--- src/rtl/instr_fetch_unit_pkg.sv ---
// Shared constants for the fetch stage: decoded opcode/funct values and FSM state encoding.
package instr_fetch_unit_pkg;

    localparam logic [5:0] OP_RTYPE = 6'b000000;
    localparam logic [5:0] OP_BEQ   = 6'b000100;
    localparam logic [5:0] OP_BNE   = 6'b000101;
    localparam logic [5:0] OP_J     = 6'b000010;
    localparam logic [5:0] OP_JAL   = 6'b000011;
    localparam logic [5:0] FN_JR    = 6'b001000;
    localparam logic [5:0] FN_JALR  = 6'b001001;

    typedef enum logic [1:0] {
        StRst   = 2'd0,
        StFetch = 2'd1,
        StHold  = 2'd2
    } state_e;

endpackage

--- src/rtl/instr_fetch_unit_if.sv ---
// Instruction-memory read channel: the fetch unit is master, the memory is slave.
interface instr_fetch_unit_if;

    logic        im_req;
    logic [31:0] im_addr;
    logic [31:0] im_rdata;
    logic        im_valid;

    modport master (
        output im_req,
        output im_addr,
        input  im_rdata,
        input  im_valid
    );

    modport slave (
        input  im_req,
        input  im_addr,
        output im_rdata,
        output im_valid
    );

endinterface

--- src/rtl/instr_fetch_unit_next_pc_calc.sv ---
// Combinational next-PC resolution for sequential flow, beq/bne, j/jal and jr/jalr.
module instr_fetch_unit_next_pc_calc
    import instr_fetch_unit_pkg::*;
(
    input  logic [31:0] pc_i,
    input  logic [31:0] instr_i,
    input  logic        alu_zero_i,
    input  logic [31:0] rs_data_i,
    output logic [31:0] next_pc_o,
    output logic        misalign_hit_o
);

    logic [31:0] p4;
    logic [31:0] br_target;
    logic [5:0]  opcode;
    logic [5:0]  funct;

    assign p4        = pc_i + 32'd4;
    assign br_target = p4 + {{14{instr_i[15]}}, instr_i[15:0], 2'b00};
    assign opcode    = instr_i[31:26];
    assign funct     = instr_i[5:0];

    always_comb begin
        next_pc_o      = p4;
        misalign_hit_o = 1'b0;
        case (opcode)
            OP_BEQ:       next_pc_o = alu_zero_i ? br_target : p4;
            OP_BNE:       next_pc_o = alu_zero_i ? p4 : br_target;
            OP_J, OP_JAL: next_pc_o = {p4[31:28], instr_i[25:0], 2'b00};
            OP_RTYPE: begin
                if (funct == FN_JR || funct == FN_JALR) begin
                    // Low bits are dropped; a non-zero pair is flagged rather than trapped.
                    next_pc_o      = {rs_data_i[31:2], 2'b00};
                    misalign_hit_o = |rs_data_i[1:0];
                end
            end
            default: next_pc_o = p4;
        endcase
    end

endmodule

--- src/rtl/instr_fetch_unit.sv ---
// Fetch stage: holds the PC, fetches over the req/valid channel, holds the instruction until
// commit, then advances to the resolved next PC and counts the retirement.
module instr_fetch_unit
    import instr_fetch_unit_pkg::*;
#(
    parameter logic [31:0] RESET_PC = 32'h0000_0000,
    parameter int unsigned CNT_W    = 32
) (
    input  logic                 clk_i,
    input  logic                 rst_i,
    instr_fetch_unit_if.master   im,
    output logic [31:0]          instr_o,
    output logic [5:0]           opcode_o,
    output logic [5:0]           funct_o,
    output logic                 instr_valid_o,
    input  logic                 commit_i,
    input  logic                 alu_zero_i,
    input  logic [31:0]          rs_data_i,
    output logic [31:0]          pc_o,
    output logic [31:0]          link_addr_o,
    output logic                 misalign_o,
    output logic [CNT_W-1:0]     retired_o
);

    state_e           state_q, state_d;
    logic [31:0]      pc_q, pc_d;
    logic [31:0]      instr_q, instr_d;
    logic             misalign_q, misalign_d;
    logic [CNT_W-1:0] retired_q, retired_d;
    logic [31:0]      next_pc;
    logic             misalign_hit;

    instr_fetch_unit_next_pc_calc u_next_pc_calc (
        .pc_i           (pc_q),
        .instr_i        (instr_q),
        .alu_zero_i     (alu_zero_i),
        .rs_data_i      (rs_data_i),
        .next_pc_o      (next_pc),
        .misalign_hit_o (misalign_hit)
    );

    always_comb begin
        state_d    = state_q;
        pc_d       = pc_q;
        instr_d    = instr_q;
        misalign_d = misalign_q;
        retired_d  = retired_q;
        case (state_q)
            StRst: state_d = StFetch;
            StFetch: begin
                if (im.im_valid) begin
                    instr_d = im.im_rdata;
                    state_d = StHold;
                end
            end
            StHold: begin
                if (commit_i) begin
                    pc_d       = next_pc;
                    retired_d  = retired_q + {{(CNT_W-1){1'b0}}, 1'b1};
                    misalign_d = misalign_q | misalign_hit;
                    state_d    = StFetch;
                end
            end
            default: state_d = StRst;
        endcase
    end

    always_ff @(posedge clk_i) begin
        if (rst_i) begin
            state_q    <= StRst;
            pc_q       <= RESET_PC;
            instr_q    <= '0;
            misalign_q <= 1'b0;
            retired_q  <= '0;
        end else begin
            state_q    <= state_d;
            pc_q       <= pc_d;
            instr_q    <= instr_d;
            misalign_q <= misalign_d;
            retired_q  <= retired_d;
        end
    end

    assign im.im_req     = (state_q == StFetch);
    assign im.im_addr    = pc_q;
    assign instr_valid_o = (state_q == StHold);
    assign instr_o       = instr_q;
    assign opcode_o      = instr_q[31:26];
    assign funct_o       = instr_q[5:0];
    assign pc_o          = pc_q;
    assign link_addr_o   = pc_q + 32'd4;
    assign misalign_o    = misalign_q;
    assign retired_o     = retired_q;

endmodule

--- src/flat_wrapper.sv ---
// flat-port wrapper written by rule: the top's interface ports become plain ports
module instr_fetch_unit_flat import instr_fetch_unit_pkg::*;
#(
    parameter logic [31:0] RESET_PC = 32'h0000_0000,
    parameter int unsigned CNT_W    = 32
)
  (clk_i, rst_i, instr_o, opcode_o, funct_o, instr_valid_o, commit_i, alu_zero_i, rs_data_i, pc_o, link_addr_o, misalign_o, retired_o, im_im_req, im_im_addr, im_im_rdata, im_im_valid);
  instr_fetch_unit_if im_i ();
  input  logic clk_i;
  input  logic rst_i;
  output logic [31:0] instr_o;
  output logic [5:0] opcode_o;
  output logic [5:0] funct_o;
  output logic instr_valid_o;
  input  logic commit_i;
  input  logic alu_zero_i;
  input  logic [31:0] rs_data_i;
  output logic [31:0] pc_o;
  output logic [31:0] link_addr_o;
  output logic misalign_o;
  output logic [CNT_W-1:0] retired_o;
  output wire logic [$bits(im_i.im_req)-1:0] im_im_req;
  output wire logic [$bits(im_i.im_addr)-1:0] im_im_addr;
  input wire logic [$bits(im_i.im_rdata)-1:0] im_im_rdata;
  input wire logic [$bits(im_i.im_valid)-1:0] im_im_valid;
  assign im_im_req = im_i.im_req;
  assign im_im_addr = im_i.im_addr;
  assign im_i.im_rdata = im_im_rdata;
  assign im_i.im_valid = im_im_valid;
  instr_fetch_unit #(.RESET_PC(RESET_PC), .CNT_W(CNT_W)) u_core (.clk_i(clk_i), .rst_i(rst_i), .im(im_i), .instr_o(instr_o), .opcode_o(opcode_o), .funct_o(funct_o), .instr_valid_o(instr_valid_o), .commit_i(commit_i), .alu_zero_i(alu_zero_i), .rs_data_i(rs_data_i), .pc_o(pc_o), .link_addr_o(link_addr_o), .misalign_o(misalign_o), .retired_o(retired_o));
endmodule
--- config.mk ---
export PLATFORM = sky130hd
export DESIGN_NAME = instr_fetch_unit_flat
export DESIGN_NICKNAME = d
export VERILOG_FILES = /design/src/rtl/instr_fetch_unit_pkg.sv /design/src/rtl/instr_fetch_unit_if.sv /design/src/rtl/instr_fetch_unit_next_pc_calc.sv /design/src/rtl/instr_fetch_unit.sv /design/src/flat_wrapper.sv
export SDC_FILE = /design/constraint.sdc
export NUM_CORES = 1
export LEC_CHECK = 0
export BUFFER_PORTS_ARGS = -buffer_cell sky130_fd_sc_hd__buf_4
export CORE_UTILIZATION = 51
export CTS_CLUSTER_DIAMETER = 60
export CTS_CLUSTER_SIZE = 20
export DETAILED_ROUTE_END_ITERATION = 16
export GPL_TIMING_DRIVEN = 0
export PLACE_DENSITY = 0.86
export SKIP_CTS_REPAIR_TIMING = 1
export SLEW_MARGIN = 20
export SYNTH_ARGS = -nofsm -noshare
export SYNTH_HDL_FRONTEND = slang
export SYNTH_SLANG_ARGS = --single-unit
--- constraint.sdc ---
create_clock -name clk_i -period 3.8 [get_ports clk_i]
set_input_delay 0.76 -clock clk_i [delete_from_list [all_inputs] [get_ports clk_i]]
set_output_delay 0.76 -clock clk_i [all_outputs]
set_load 0.02 [all_outputs]
Yosys cells after proc, flatten, opt, wreduce, memory -nomap -nowiden
Cells that the tools add are included.
{"block": "classes", "eq_ne": 10, "n_reduce_logical": 8, "add_sub_neg": 3, "bitwise": 1, "muxes": 9}
{"operator": "32-bit one-hot mux with 4 select lines", "count": 1}
{"operator": "32-bit two-way mux", "count": 3}
{"operator": "32-bit by 1-bit adder with 32-bit output, second input constant", "count": 1}
{"operator": "32-bit by 3-bit adder with 32-bit output, second input constant", "count": 1}
{"operator": "32-bit adder", "count": 1}
{"operator": "6-bit by 2-bit equality test with 1-bit output, second input constant", "count": 2}
{"operator": "6-bit by 3-bit equality test with 1-bit output, second input constant", "count": 2}
{"operator": "6-bit by 4-bit equality test with 1-bit output, second input constant", "count": 2}
{"operator": "6-bit zero test", "count": 1}
{"operator": "2-bit one-hot mux with 3 select lines", "count": 1}
{"operator": "2-bit AND reduction", "count": 3}
{"operator": "2-bit two-way mux", "count": 2}
{"operator": "2-bit by 1-bit != test with 1-bit output, second input constant", "count": 2}
{"operator": "2-bit OR reduction", "count": 2}
{"operator": "2-bit by 1-bit equality test with 1-bit output, second input constant", "count": 1}
{"operator": "2-bit equality test, second input constant", "count": 1}
{"operator": "2-bit zero test", "count": 1}
{"operator": "1-bit two-way mux", "count": 2}
{"operator": "1-bit logical OR", "count": 1}
{"operator": "1-bit OR", "count": 1}
{"block": "totals", "output_inout_bits": 175, "ff_bits": 99, "elab_cells": 36}

Logic depth before layout (Yosys ltp)
{"block": "depth", "depth_word": 5, "ltp_mapped": 15, "ltp_nobuf": 15}

Hierarchy
Synthesis repeated with hierarchy kept, for this count alone.
{"block": "unflattened", "hier_cells": 1055, "area_unflattened_um2": 7801.2}
{"mod": "instr_fetch_unit", "cells_per_inst": 608, "seq_area_each_um2": 1981.9, "area_each_um2": 4745.8, "instances": 1}
{"mod": "instr_fetch_unit_next_pc_calc", "cells_per_inst": 447, "seq_area_each_um2": 0.0, "area_each_um2": 3055.4, "instances": 1}

Worst setup path before layout
OpenSTA, ideal clock, no wires.
{"block": "synth_path", "path_kind": "register to register", "from": "reg u_core.pc_q[4], in the netlist u_core.im.im_addr[4]", "to": "reg u_core.pc_q[31], in the netlist u_core.im.im_addr[31]", "path_stages_with_launch": 15, "n_path_buf": 0, "path_slack_ns": -0.077, "arrival_time_ns": 3.761, "period_less_slack_ns": 3.877, "cell_sequence": "dfxtp_1 and4_1 nand4_1 nor2_1 xor2_1 ha_1 a21oi_2 a21boi_2 o311ai_4 o311ai_4 o41ai_4 o41ai_2 a31oi_1 o32ai_1 a31o_1"}
{"block": "synth_via", "elab_chain_cells": 4, "word_cells_on_any_way": 6}
{"item": "start, declared", "line_no": "instr_fetch_unit.sv:26", "source": "logic [31:0] pc_q, pc_d;"}
{"item": "start signal, assigned", "line_no": "instr_fetch_unit.sv:77", "source": "pc_q <= pc_d;"}
{"item": "32-bit by 3-bit adder with 32-bit output *"}
{"item": "net link_addr_o[11]", "line_no": "flat_wrapper.sv:19", "source": "output logic [31:0] link_addr_o;"}
{"item": "32-bit adder *", "line_no": "instr_fetch_unit_next_pc_calc.sv:19", "source": "assign br_target = p4 + {{14{instr_i[15]}}, instr_i[15:0], 2'b00};"}
{"item": "32-bit two-way mux (on tied branches)", "line_no": "instr_fetch_unit_next_pc_calc.sv:28, instr_fetch_unit_next_pc_calc.sv:27"}
{"item": "32-bit one-hot mux with 4 select lines *", "line_no": "instr_fetch_unit_next_pc_calc.sv:26", "source": "case (opcode)"}
The timed path passes the listed nets; every way through them passes the cells marked *.
A chain may end at the register's enable or synchronous reset.

Worst setup path in the final report
{"block": "layout_path", "from": "reg u_core.pc_q[7], in the netlist u_core.im.im_addr[7]", "to": "reg u_core.pc_q[25], in the netlist u_core.im.im_addr[25]"}
{"block": "layout_via", "elab_chain_cells": 4, "word_cells_on_any_way": 6}
{"item": "32-bit by 3-bit adder with 32-bit output *", "line_no": "instr_fetch_unit_next_pc_calc.sv:18", "source": "assign p4 = pc_i + 32'd4;"}
{"item": "32-bit adder", "line_no": "instr_fetch_unit_next_pc_calc.sv:19"}
{"item": "32-bit two-way mux (on tied branches)", "line_no": "instr_fetch_unit_next_pc_calc.sv:28, instr_fetch_unit_next_pc_calc.sv:27"}
{"item": "32-bit one-hot mux with 4 select lines *", "line_no": "instr_fetch_unit_next_pc_calc.sv:26"}
Mark *: on every way between the ends. The rest lies on a longest branch, timed or not.

==> metrics.md <==
| Metric | Value |
|---|---|
| Max-cap violation count | `0` |
| Multi-input logic area | `0.004322 mm2` |
| TritonCTS clock tree | `yes` |
| Crit end category | `flop` |
| # rows | `41` |
| Yosys warns | `0` |
| Relative slew slack | `32.99%` |
| DP Worst Slack | `-0.3893 ns` |
| I/O Pins | `244` |
| Register area share after synthesis | `29.20%` |
| Root Buffer | `clkbuf_16` |
| Routed len/inst | `18.06 um` |
| Distinct cells, synth | `64` |
| N_diodes | `0` |
| Status | `finished with violations` |
| GRT overflow | `0` |
| Die Wd | `116.2 um` |
| Gp weighted congestion | `0.9774` |
| CTS Sinks | `97` |
| Synthesized area per cell | `7.833 um2` |
| RSZ-0062 raised after global routing | `yes` |
| Num CTS Buffers | `9` |
| Floorplan core area | `0.01267 mm2` |
| Synth area leaders | `dfxtp_1, ha_1, nand2_1` |
| Number of synthesized register bits | `97` |
| First-pass GRT wire length | `34890 um` |
| DRC viols | `0` |
| Die height | `116.2 um` |
| Worst EP required | `4.02 ns` |
| Arrival @ worst endpoint | `4.04 ns` |
| Post-Syn Instances | `849` |
| DRT iter0 DRCs | `629` |
| Fmax | `0.2614 GHz` |
| CP Max Fanout | `5` |
| Worst-skew pair later-pin latency | `0.36 ns` |
| Hold Fails Final Rpt | `0` |
| Number of synthesized flops with an enable pin | `0` |
| CTS H-tree depth | `3` |
| LEAKAGE | `0.004291 uW` |
| Share of cells above drive strength 1 | `31.87%` |
| Fin crit period | `3.826 ns` |
| Area growth syn-to-layout | `38.51%` |
| Power per cell area | `272.2 mW/mm2` |
| Storage element area | `0.001961 mm2` |
| PortBufs | `236` |
| Via Count | `7412` |
| HPWL after detailed placement | `17470 um` |
| Critical path launch point type | `flop` |
| Number of global-route vias before repair | `6812` |
| CTS Buffer Depth | `2` |
| Post-synth top cells | `nand2_1, dfxtp_1, nor2_1` |
| Top-count cell post-synth | `nand2_1` |
| Post-synth top area cell | `dfxtp_1` |
| Post-route clock period utilization | `100.7%` |
| Clock skew | `0.008695 ns` |
| Asr flop ratio synth | `0%` |
| Clock transition at the registers of the reported paths | `0.08 ns` |
| Main flop type after synthesis | `dfxtp_1` |
| Fill count | `1017` |
| Antenna-violating nets left | `0` |
| Via density | `5.764` |
| Final setup margin | `-0.02624 ns` |
| Share of the synthesized area in the top cell type | `29.20%` |
| Largest net degree at the start of global routing | `23` |
| Setup violators final | `2` |
| Die Footprint | `0.01350 mm2` |
| VDD IR-drop max | `177.0 uV` |
| Slew @ Worst Pin | `1.004 ns` |
| Min Hold Slack | `0.4759 ns` |
| Drt first pass iters | `5` |
| Final Net Count | `1216` |
| Critical path type | `flop to flop` |
| Total routed wirelength | `23220 um` |
| Gr usage total | `33.57%` |
| Syn Std Cell Area | `0.006650 mm2` |
| Initial antenna violation count | `0` |
| Max Slew Vio Count | `0` |
| Failing checks | `negative setup slack` |
| Hold crit path type | `flop to flop` |
| Initial core utilization | `52.48%` |
==> registers in the layout, indices dropped and copies added (netlist names) <==
signal,flops
u_core.state_q,2
u_core.misalign_o,1
u_core.retired_o,32
u_core.instr_o,32
u_core.im.im_addr,30
==> stage by stage <==
stage / cell area [um2] / total power [uW] / TNS, ns / std cells / utilization [%]
5_1_grt: 9211 / 2580 / -0.4310 / 1286 / 72.70
4_1_cts: 8970 / 2490 / -1.221 / 1278 / 70.79
3_3_place_gp: 8663 / 1553 / -0.5939 / 1262 / 68.37
2_1_floorplan: 6676 / 1356 / 0 / 854 / -
3_5_place_dp: 8663 / 1560 / -1.122 / 1262 / 68.37
6_report: 9211 / 2507 / -0.04753 / 1286 / 72.70
==> worst max-delay path: stages, from the launching register on <==
cell and delay (ns):
dfxtp_2 0.39, and4_4 0.29, nand4_1 0.30, nor2_2 0.27
xor2_2 0.25, ha_4 0.27, a21oi_4 0.18, a21boi_2 0.10
o311ai_4 0.30, o311ai_4 0.17, o41ai_4 0.49, o21ai_1 0.14
xor2_1 0.16, a221oi_1 0.29, nor3_1 0.09
==> final cells by class <==
| cell class | instances | area share [%] |
|---|---|---|
| plain buffers | 86 | 5.515 |
| clock buffers | 9 | 2.445 |
| clock inverters | 7 | 0.8829 |
| inverters | 17 | 0.6927 |
| multi-input cells | 654 | 46.92 |
| flip-flops and latches | 97 | 21.28 |
| well taps | 172 | 2.336 |
| repair buffers | 244 | 19.93 |
==> cell families after synthesis <==
kind of cell               share of synthesized area [%]
and+or+nand+nor                                    23.03
DFF                                                29.20
buffers and inverters                              8.598
adders and majority gates                          7.262
xor gates and xnor gates                           10.54
other                                            0.05639
AOI/OAI and AO/OA                                  21.32
==> worst paths after layout <==
path	cells after the start	from	slack, ns	endpoint
setup / recovery	14	u_core.im.im_addr[7]$_SDFFE_PP0P_	-0.03	u_core.im.im_addr[25]$_SDFFE_PP0P_
hold / removal	2	u_core.instr_o[20]$_SDFFE_PP0P_	0.48	u_core.instr_o[20]$_SDFFE_PP0P_
setup reg to reg	14	u_core.im.im_addr[7]$_SDFFE_PP0P_	-0.03	u_core.im.im_addr[25]$_SDFFE_PP0P_
hold reg to reg	2	u_core.instr_o[20]$_SDFFE_PP0P_	0.48	u_core.instr_o[20]$_SDFFE_PP0P_
==> power by group <==
part | internal, uW | total, uW | switching [uW]
Combinational | 202 | 466 | 265
Clock | 471 | 955 | 484
Sequential | 1040 | 1090 | 45.4
Total | 1710 | 2510 | 794
==> cell usage in the layout (no fill, tap or decap), types with 13 or more instances in the layout <==
cell type / netlist / layout
nor3_1: 17 / 17
a221o_1: 13 / 13
nand3_1: 29 / 29
xnor2_1: 44 / 40
ha_1: 37 / 34
nand2_1: 123 / 123
nor2_1: 86 / 83
dfxtp_1: 97 / 88
a21oi_1: 74 / 72
o21ai_0: 29 / 29
buf_4: 49 / 292
inv_1: 17 / 17
xor2_1: 36 / 33
clkbuf_1: 34 / 34
a221oi_1: 26 / 25
==> layer usage <==
metal	wire, um	track usage, %	part of all wire (%)	vias to the layer above
li1	-	-	-	3489
met1	9225	41.88	40	3427
met2	10890	55.79	47	420
met3	2198	6.642	9.5	76
met4	910	15.73	3.9	0
met5	0	0	0	-
Note: power is estimated with default switching activity, not from simulation.
